**config.mk**
```make
export PLATFORM = sky130hd
export DESIGN_NAME = mc_ctrl
export DESIGN_NICKNAME = d
export VERILOG_FILES = /design/src/rtl/mc_ctrl.sv
export SDC_FILE = /design/constraint.sdc
export NUM_CORES = 1
export LEC_CHECK = 0
export BUFFER_PORTS_ARGS = -buffer_cell sky130_fd_sc_hd__buf_2
export CORE_UTILIZATION = 45
export CTS_CLUSTER_SIZE = 16
export DETAILED_ROUTE_END_ITERATION = 8
export GPL_TIMING_DRIVEN = 0
export PLACE_DENSITY = 0.73
export SLEW_MARGIN = 10
export SYNTH_ARGS = -nofsm -noshare
export SYNTH_HDL_FRONTEND = slang
export SYNTH_SLANG_ARGS = --single-unit
```
**constraint.sdc**
```tcl
create_clock -name clk -period 2.4 [get_ports clk]
set_input_delay 0.12 -clock clk [delete_from_list [all_inputs] [get_ports clk]]
set_output_delay 0.12 -clock clk [all_outputs]
set_load 0.02 [all_outputs]
```
**src/rtl/mc_ctrl.sv**
```systemverilog
// Multicycle MIPS-subset control FSM driving datapath strobes and mux selects.
// Latency: outputs are registered Moore decodes of state; FETCH ir_write/pc_write gated by ready same cycle.
// Backpressure: FETCH, MEMRD and MEMWR hold until ready (mem_ready when WAIT_MEM=1, else always ready).
module mc_ctrl #(
    parameter bit WAIT_MEM  = 1'b1,
    parameter int ALUCTRL_W = 3,
    parameter int CNT_W     = 16
) (
    input  logic                 clk,
    input  logic                 rst_n,
    input  logic [5:0]           op,
    input  logic [5:0]           funct,
    input  logic                 zero,
    input  logic                 mem_ready,
    output logic                 pc_write,
    output logic                 pc_write_cond,
    output logic                 ir_write,
    output logic                 i_or_d,
    output logic                 mem_read,
    output logic                 mem_write,
    output logic                 reg_write,
    output logic                 alu_src_a,
    output logic [1:0]           reg_dst,
    output logic [1:0]           mem_to_reg,
    output logic [1:0]           alu_src_b,
    output logic [1:0]           pc_source,
    output logic [ALUCTRL_W-1:0] alu_ctrl,
    output logic [3:0]           state,
    output logic                 illegal,
    output logic [CNT_W-1:0]     instr_cnt
);

    localparam logic [5:0] OP_RTYPE = 6'h00;
    localparam logic [5:0] OP_ORI   = 6'h0D;
    localparam logic [5:0] OP_LW    = 6'h23;
    localparam logic [5:0] OP_SW    = 6'h2B;
    localparam logic [5:0] OP_BEQ   = 6'h04;
    localparam logic [5:0] OP_JAL   = 6'h03;
    localparam logic [5:0] FN_ADDU  = 6'h21;
    localparam logic [5:0] FN_SUBU  = 6'h23;

    localparam logic [1:0] ALU_ADD = 2'd0;
    localparam logic [1:0] ALU_SUB = 2'd1;
    localparam logic [1:0] ALU_OR  = 2'd2;

    typedef enum logic [3:0] {
        S_FETCH  = 4'd0,
        S_DECODE = 4'd1,
        S_MEMADR = 4'd2,
        S_MEMRD  = 4'd3,
        S_MEMWB  = 4'd4,
        S_MEMWR  = 4'd5,
        S_RTEX   = 4'd6,
        S_RTWB   = 4'd7,
        S_ORIEX  = 4'd8,
        S_ORIWB  = 4'd9,
        S_BEQ    = 4'd10,
        S_JAL    = 4'd11,
        S_TRAP   = 4'd12
    } state_t;

    // fetch marks FETCH; its ir_write/pc_write strobes are qualified by ready downstream.
    typedef struct packed {
        logic       fetch;
        logic       pc_write;
        logic       pc_write_cond;
        logic       i_or_d;
        logic       mem_read;
        logic       mem_write;
        logic       reg_write;
        logic       alu_src_a;
        logic [1:0] reg_dst;
        logic [1:0] mem_to_reg;
        logic [1:0] alu_src_b;
        logic [1:0] pc_source;
        logic [1:0] alu_op;
    } ctl_t;

    function automatic ctl_t decode(input state_t s, input logic [5:0] fn);
        ctl_t c;
        c = '0;
        case (s)
            S_FETCH: begin
                c.fetch     = 1'b1;
                c.mem_read  = 1'b1;
                c.alu_src_b = 2'b01;
                c.alu_op    = ALU_ADD;
            end
            S_DECODE: begin
                c.alu_src_b = 2'b11;
                c.alu_op    = ALU_ADD;
            end
            S_MEMADR: begin
                c.alu_src_a = 1'b1;
                c.alu_src_b = 2'b10;
                c.alu_op    = ALU_ADD;
            end
            S_MEMRD: begin
                c.mem_read = 1'b1;
                c.i_or_d   = 1'b1;
            end
            S_MEMWB: begin
                c.reg_write  = 1'b1;
                c.mem_to_reg = 2'b01;
                c.reg_dst    = 2'b00;
            end
            S_MEMWR: begin
                c.i_or_d    = 1'b1;
                c.mem_write = 1'b1;
            end
            S_RTEX: begin
                c.alu_src_a = 1'b1;
                c.alu_src_b = 2'b00;
                c.alu_op    = (fn == FN_SUBU) ? ALU_SUB : ALU_ADD;
            end
            S_RTWB: begin
                c.reg_write = 1'b1;
                c.reg_dst   = 2'b01;
            end
            S_ORIEX: begin
                c.alu_src_a = 1'b1;
                c.alu_src_b = 2'b10;
                c.alu_op    = ALU_OR;
            end
            S_ORIWB: begin
                c.reg_write = 1'b1;
                c.reg_dst   = 2'b00;
            end
            S_BEQ: begin
                c.alu_src_a     = 1'b1;
                c.alu_op        = ALU_SUB;
                c.pc_write_cond = 1'b1;
                c.pc_source     = 2'b01;
            end
            S_JAL: begin
                c.pc_write   = 1'b1;
                c.pc_source  = 2'b10;
                c.reg_write  = 1'b1;
                c.reg_dst    = 2'b10;
                c.mem_to_reg = 2'b10;
            end
            default: ;
        endcase
        return c;
    endfunction

    state_t           state_q;
    state_t           state_nxt;
    ctl_t             ctl_q;
    logic             illegal_q;
    logic [CNT_W-1:0] cnt_q;
    logic             ready;
    logic             retire;
    logic             fetch_go;

    assign ready = WAIT_MEM ? mem_ready : 1'b1;

    always_comb begin
        state_nxt = state_q;
        retire    = 1'b0;
        case (state_q)
            S_FETCH:  if (ready) state_nxt = S_DECODE;
            S_DECODE: begin
                case (op)
                    OP_LW, OP_SW: state_nxt = S_MEMADR;
                    OP_RTYPE:     state_nxt = (funct == FN_ADDU || funct == FN_SUBU) ? S_RTEX : S_TRAP;
                    OP_ORI:       state_nxt = S_ORIEX;
                    OP_BEQ:       state_nxt = S_BEQ;
                    OP_JAL:       state_nxt = S_JAL;
                    default:      state_nxt = S_TRAP;
                endcase
            end
            // IR is stable across the instruction, so op is simply re-examined here.
            S_MEMADR: begin
                if (op == OP_LW)      state_nxt = S_MEMRD;
                else if (op == OP_SW) state_nxt = S_MEMWR;
                else                  state_nxt = S_TRAP;
            end
            S_MEMRD:  if (ready) state_nxt = S_MEMWB;
            S_MEMWB: begin
                state_nxt = S_FETCH;
                retire    = 1'b1;
            end
            S_MEMWR: begin
                if (ready) begin
                    state_nxt = S_FETCH;
                    retire    = 1'b1;
                end
            end
            S_RTEX:   state_nxt = S_RTWB;
            S_ORIEX:  state_nxt = S_ORIWB;
            S_RTWB, S_ORIWB, S_BEQ, S_JAL: begin
                state_nxt = S_FETCH;
                retire    = 1'b1;
            end
            S_TRAP:   state_nxt = S_TRAP;
            default:  state_nxt = S_FETCH;
        endcase
    end

    always_ff @(posedge clk or negedge rst_n) begin
        if (!rst_n) begin
            state_q   <= S_FETCH;
            ctl_q     <= decode(S_FETCH, 6'h00);
            illegal_q <= 1'b0;
            cnt_q     <= '0;
        end else begin
            state_q <= state_nxt;
            ctl_q   <= decode(state_nxt, funct);
            if (state_nxt == S_TRAP) illegal_q <= 1'b1;
            if (retire) cnt_q <= cnt_q + CNT_W'(1);
        end
    end

    // rst_n qualifies the fetch strobes so nothing is written while reset is held.
    assign fetch_go      = ctl_q.fetch & ready & rst_n;
    assign ir_write      = fetch_go;
    assign pc_write      = ctl_q.pc_write | fetch_go;
    assign pc_write_cond = ctl_q.pc_write_cond;
    assign i_or_d        = ctl_q.i_or_d;
    assign mem_read      = ctl_q.mem_read;
    assign mem_write     = ctl_q.mem_write;
    assign reg_write     = ctl_q.reg_write;
    assign alu_src_a     = ctl_q.alu_src_a;
    assign reg_dst       = ctl_q.reg_dst;
    assign mem_to_reg    = ctl_q.mem_to_reg;
    assign alu_src_b     = ctl_q.alu_src_b;
    assign pc_source     = ctl_q.pc_source;
    assign alu_ctrl      = ALUCTRL_W'(ctl_q.alu_op);
    assign state         = state_q;
    assign illegal       = illegal_q;
    assign instr_cnt     = cnt_q;

endmodule

```
### Word level (Yosys, flattened, before mapping)

Index checks and enable logic that the tools add are counted.

| word-level totals | value |
|---|---|
| flip-flop bits (word level) | 39 |
| logic and storage cells | 86 |
| output and inout port bits | 40 |
| memory bits (writable) | 0 |
| memories | 0 |
| memory bits (read-only) | 0 |
| bits of input ports | 16 |
| bits in latches | 0 |

| cells by class | value |
|---|---|
| bitwise gates (word level) | 3 |
| add/subtract/negate cells | 1 |
| multiplexer cells | 24 |
| order comparisons | 0 |
| shifts and indexed selects | 0 |
| reduce and logical (&&, ||, !) cells | 11 |
| $mul | 0 |
| equality and inequality tests | 31 |
| divide/modulo/power cells | 0 |

Operators with widths:

| cell | number |
|---|---|
| $eq A4 B4 Y1 const B | 10 |
| $eq A4 B3 Y1 const B | 8 |
| $pmux W4 S8 | 1 |
| $eq A6 B6 Y1 const B | 4 |
| $mux W4 | 6 |
| $pmux W4 S5 | 1 |
| $add A16 B1 Y16 const B | 1 |
| $eq A4 B2 Y1 const B | 4 |
| $pmux W2 S2 | 3 |
| $pmux W2 S3 | 2 |
| $mux W1 | 10 |
| $eq A4 B1 Y1 const B | 2 |
| $logic_not A4 Y1 | 2 |
| $reduce_or A2 Y1 | 4 |
| $reduce_or A4 Y1 | 2 |
| $eq A6 B2 Y1 const B | 1 |
| $eq A6 B3 Y1 const B | 1 |
| $eq A6 B4 Y1 const B | 1 |
| $logic_not A6 Y1 | 1 |
| $reduce_or A5 Y1 | 1 |
| $and A1 B1 Y1 | 2 |
| $pmux W1 S2 | 1 |
| $logic_or A1 B1 Y1 | 1 |
| $or A1 B1 Y1 | 1 |

### Longest topological paths before layout

| logic depth | value |
|---|---|
| depth after elaboration | 8 |
| gate-level depth with buffers | 8 |
| mapped depth without buffers | 7 |

### Least setup slack after synthesis

OpenSTA, ideal clock, no wires.

| timing | value |
|---|---|
| path kind | reg-to-reg |
| start point | register state_q[2], in the netlist state[2] |
| end point | register ctl_q (netlist bit alu_src_b[1]) |
| setup slack | 0.394 ns |
| path buffers | 1 |
| data required time | 2.305 ns |
| period minus slack after synthesis | 2.006 ns |
| data arrival time | 1.910 ns |
| library setup time | 0.095 ns |
| cell stages (with the launch flop) | 7 |
| cells stage by stage | dfrtp_1 buf_2 nor4b_1 a21oi_1 o21a_1 or3_4 o32ai_2 |

| on the way | value |
|---|---|
| cells in the longest elaborated chain, start to end | 5 |
| elaborated cells on any way between the ends | 18 |
| classes of those cells | eq/ne (10); mux (5); reduce/logical (3) |

Ends and longest elaborated chain:

| what | line | text |
|---|---|---|
| start: declaration | 147 | `state_t state_q;` |
| start signal: assignment | 208 | `state_q <= state_nxt;` |
| $eq A4 B4 Y1, or another cell as far along | 161 | `case (state_q)` |
| $pmux W4 S8 * | 161 |  |
| $eq A4 B4 Y1 or $eq A4 B2 Y1 (tied branches) | 82 | `case (s)` |
| $reduce_or A2 Y1 (no line) | n/a |  |
| $pmux W2 S3 * | 82 |  |
| end signal: assignment | 204 | `ctl_q <= decode(S_FETCH, 6'h00);` |
| end signal: assignment | 209 | `ctl_q <= decode(state_nxt, funct);` |
| end: declaration | 149 | `ctl_t ctl_q;` |

Mark *: on every way between the ends. The rest lies on a longest branch, timed or not.
A chain may end at the register's enable or synchronous reset.

### Worst setup path in the final report

Same ends and word-level chain as after synthesis.

==> insert_results.sql <==
INSERT INTO impl_metrics (metric_group, metric, value, unit) VALUES
('synthesis', 'synth.yosys.warnings', '0', ''),
('route', 'vias_per_cell', '5.158', ''),
('power_and_ir_drop', 'worst_case_vdd_ir_drop', '0.5298', 'mV'),
('placed_design', 'number_of_buffers_added_on_ports', '53', ''),
('worst_setup_path', 'worst_r2r_path_depth', '6', ''),
('finish', 'register_area', '929.6', 'µm²'),
('sta', 'drv_slew', '0', ''),
('worst_setup_path', 'critPathLaunchType', 'flip-flop', ''),
('worst_setup_path', 'cp.arrival', '2.31', 'ns'),
('finish', 'largest_register_ffs', '16', ''),
('clock_network', 'clk_pin_slew', '0.07', 'ns'),
('synthesis', 'netlist_area', '1901', 'µm²'),
('synthesis', 'postSynth.asyncResetShare', '1.000', ''),
('finish', 'drive_above_1_share', '0.3563', ''),
('floorplan', 'core-area', '4029', 'µm²'),
('placed_design', 'post-dp-hpwl', '2770', 'µm'),
('synthesis', 'synth.ff_latch_count', '37', ''),
('synthesis', 'synthesis.area_per_instance', '10.27', 'µm²'),
('sta', 'maximum_clock_skew_at_final_layout', '0.006367', 'ns'),
('floorplan', 'start_util', '0.4717', ''),
('worst_setup_path', 'r2r_setup_slack', '0.28', 'ns'),
('synthesis', 'synthesis.instances', '185', ''),
('sta', 'worst-slew-pin-transition', '0.7913', 'ns'),
('hold_path', 'holdPathStages', '3', ''),
('route', 'dr_wl_met2', '1779', 'µm'),
('clock_network', 'cts_sinks', '37', ''),
('grt', 'grt_pass1_wl', '5982', 'µm'),
('synthesis', 'postSynth.topFlopCell', 'dfrtp_1', ''),
('grt', 'antenna_violations_before_repair', '0', ''),
('floorplan', 'floorplan.rows', '23', ''),
('route', 'maxUsedRoutingLayer', 'met4', ''),
('finish', 'design.final.nets', '263', ''),
('worst_setup_path', 'largest_fanout_of_any_net_on_the_critical_path', '10', ''),
('clock_network', 'h_tree_depth', '2', ''),
('clock_network', 'clock_path_buffers', '2', ''),
('finish', 'fillerInstances', '375', ''),
('floorplan', 'die_area', '4488', 'µm²'),
('sta', 'report.final.hold_viol_count', '0', ''),
('sta', 'slew_headroom', '0.4724', ''),
('grt', 'first_global_vias', '1401', ''),
('route', 'dr_wl_met3', '220', 'µm'),
('clock_network', 'insertion_delay', '0.29', 'ns'),
('sta', 'min_period', '2.117', 'ns'),
('job', 'drv.max_cap_violation_count', '0', ''),
('worst_setup_path', 'worst_ep_required_time', '2.60', 'ns'),
('route', 'detail_route.wl_per_cell', '12.29', 'µm'),
('worst_setup_path', 'critPathCaptureType', 'flip-flop', ''),
('route', 'vias', '1532', ''),
('floorplan', 'die_height', '66.99', 'µm'),
('sta', 'finalCritPeriodShare', '0.8821', ''),
('floorplan', 'top_level_ports', '56', ''),
('worst_setup_path', 'category_of_the_critical_setup_timing_path', 'reg -> reg', ''),
('synthesis', 'synth_sequential_area_ratio', '0.4891', ''),
('sta', 'setup_total_negative_slack', '0', 'ns'),
('hold_path', 'hold_path_class', 'in -> reg', ''),
('grt', 'grt_remaining_overflow', '0', ''),
('sta', 'maximum_clock_rate', '472.4', 'MHz'),
('power_and_ir_drop', 'pwr_dens', '1040', 'nW/µm²'),
('finish', 'post_layout_nonfiller_instances', '297', ''),
('status', 'outcome', 'finished clean', ''),
('worst_setup_path', 'worst_r2r_endpoint', 'alu_src_b[1]', ''),
('worst_setup_path', 'critPathCapture', 'alu_src_b[1]', ''),
('sta', 'grt_setup_unrepaired', 'false', ''),
('placed_design', 'placedCellCount', '288', ''),
('finish', 'area_of_combinational_cells_with_multiple_inputs', '838.3', 'µm²'),
('route', 'antenna_violating_nets_post_route', '0', ''),
('grt', 'groute.usage.overall', '0.1793', ''),
('route', 'detailedRoute.firstIterationViolations', '104', ''),
('synthesis', 'post_synth_edffs', '0', ''),
('finish', 'antenna_cells_inserted', '0', ''),
('floorplan', 'fp.dieW', '66.99', 'µm');
==> what timing repair did <==
action,CTS,global route
hold buffers,1,0
gates resized for setup,0,1
endpoints found under the setup margin,0,1
endpoints found under the hold margin,34,0
buffers inserted,0,0
==> power breakdown <==
part	leakage [µW]	internal, µW	switching [µW]
logic	0.000672	434	644
clock network	0.0000512	233	226
registers	0.000484	789	109
total	0.00121	1450	980
==> stage by stage <==
stage	setup slack [ns]	area (µm²)	hold WS, ns
2_1_floorplan	0.3940	1901	-0.1756
3_3_place_gp	0.2855	2228	0.2497
3_5_place_dp	0.2345	2228	0.2594
4_1_cts	0.2067	2335	0.1990
5_1_grt	0.06711	2341	0.2327
6_report	0.2831	2341	0.2020
==> cell type report <==
| class | instances | area share |
|---|---|---|
| tap | 50 | 0.02672 |
| inverter | 5 | 0.008017 |
| clock buffer | 6 | 0.03528 |
| clock inverter | 2 | 0.005879 |
| buffer | 17 | 0.05131 |
| timing repair buffer | 54 | 0.1176 |
| multi-input combinational | 126 | 0.3581 |
| sequential | 37 | 0.3971 |
==> worst max-delay path, stage by stage, from the launching register on <==
cell     delay, ns
dfrtp_1       0.41
buf_2         0.19
nor4b_1       0.50
a21oi_1       0.13
o21a_1        0.24
or3_4         0.43
o32ai_2       0.13
==> routing by layer <==
| metal | up-vias | global-route usage |
|---|---|---|
| met5 | - | 0 |
| met4 | 0 | 0.05585 |
| met3 | 5 | 0.05479 |
| met2 | 44 | 0.3093 |
| met1 | 725 | 0.2105 |
| li1 | 758 | - |
==> logic make-up after synthesis <==
family / Yosys count / synth area share
mux: 4 / 0.02304
fa+ha+maj: 1 / 0.006582
other cells: 1 / 0.001973
simple gates: 82 / 0.2409
flops: 37 / 0.4891
compound gates: 22 / 0.09152
xor+xnor: 16 / 0.07373
buf+inv: 22 / 0.07307
==> layout by cell type, fill, tap and decap left out, types with 2 or more instances in the layout <==
master and count:
inv_1 5, and3_1 5, mux2_2 3, nand2_1 13
nor2_1 20, clkbuf_8 6, o21ai_1 2, nor2b_1 7
or3_1 2, dfrtp_1 34, xnor2_1 10, nor4b_1 3
dfstp_2 3, nand4_1 5, and4_1 3, nand3b_1 2
nand2b_1 2, buf_4 12, a21oi_1 4, buf_2 56
o21a_1 3, nand3_1 7, xor2_1 6, nor4_1 4
==> worst min path at each step <==
stage	slack [ns]	endpoint	from
floorplan	-0.18	alu_ctrl[0]	rst_n
global placement	0.25	instr_cnt[3]	rst_n
detailed placement	0.26	instr_cnt[3]	rst_n
CTS	0.20	alu_ctrl[1]	op[4]
global route	0.23	alu_src_b[1]	op[4]
finish	0.20	alu_ctrl[1]	op[4]
==> synth_stat cells, types with 3 or more instances <==
cell type  count  share of area
nand4_1        5          0.016
nor4b_1        3          0.014
buf_2          3         0.0079
xnor2_1       10          0.046
dfstp_2        3          0.041
nor4_1         4          0.013
nor2b_1        7          0.023
o21a_1         3          0.012
buf_4         12          0.047
nand2_1       13          0.026
nand3_1        7          0.018
inv_1          5         0.0099
nor2_1        20          0.039
dfrtp_1       34           0.45
a21oi_1        4          0.011
and4_1         3          0.014
and3_1         5          0.016
mux2_2         3          0.018
xor2_1         6          0.028
No activity file was read; power rests on OpenSTA's default activity.
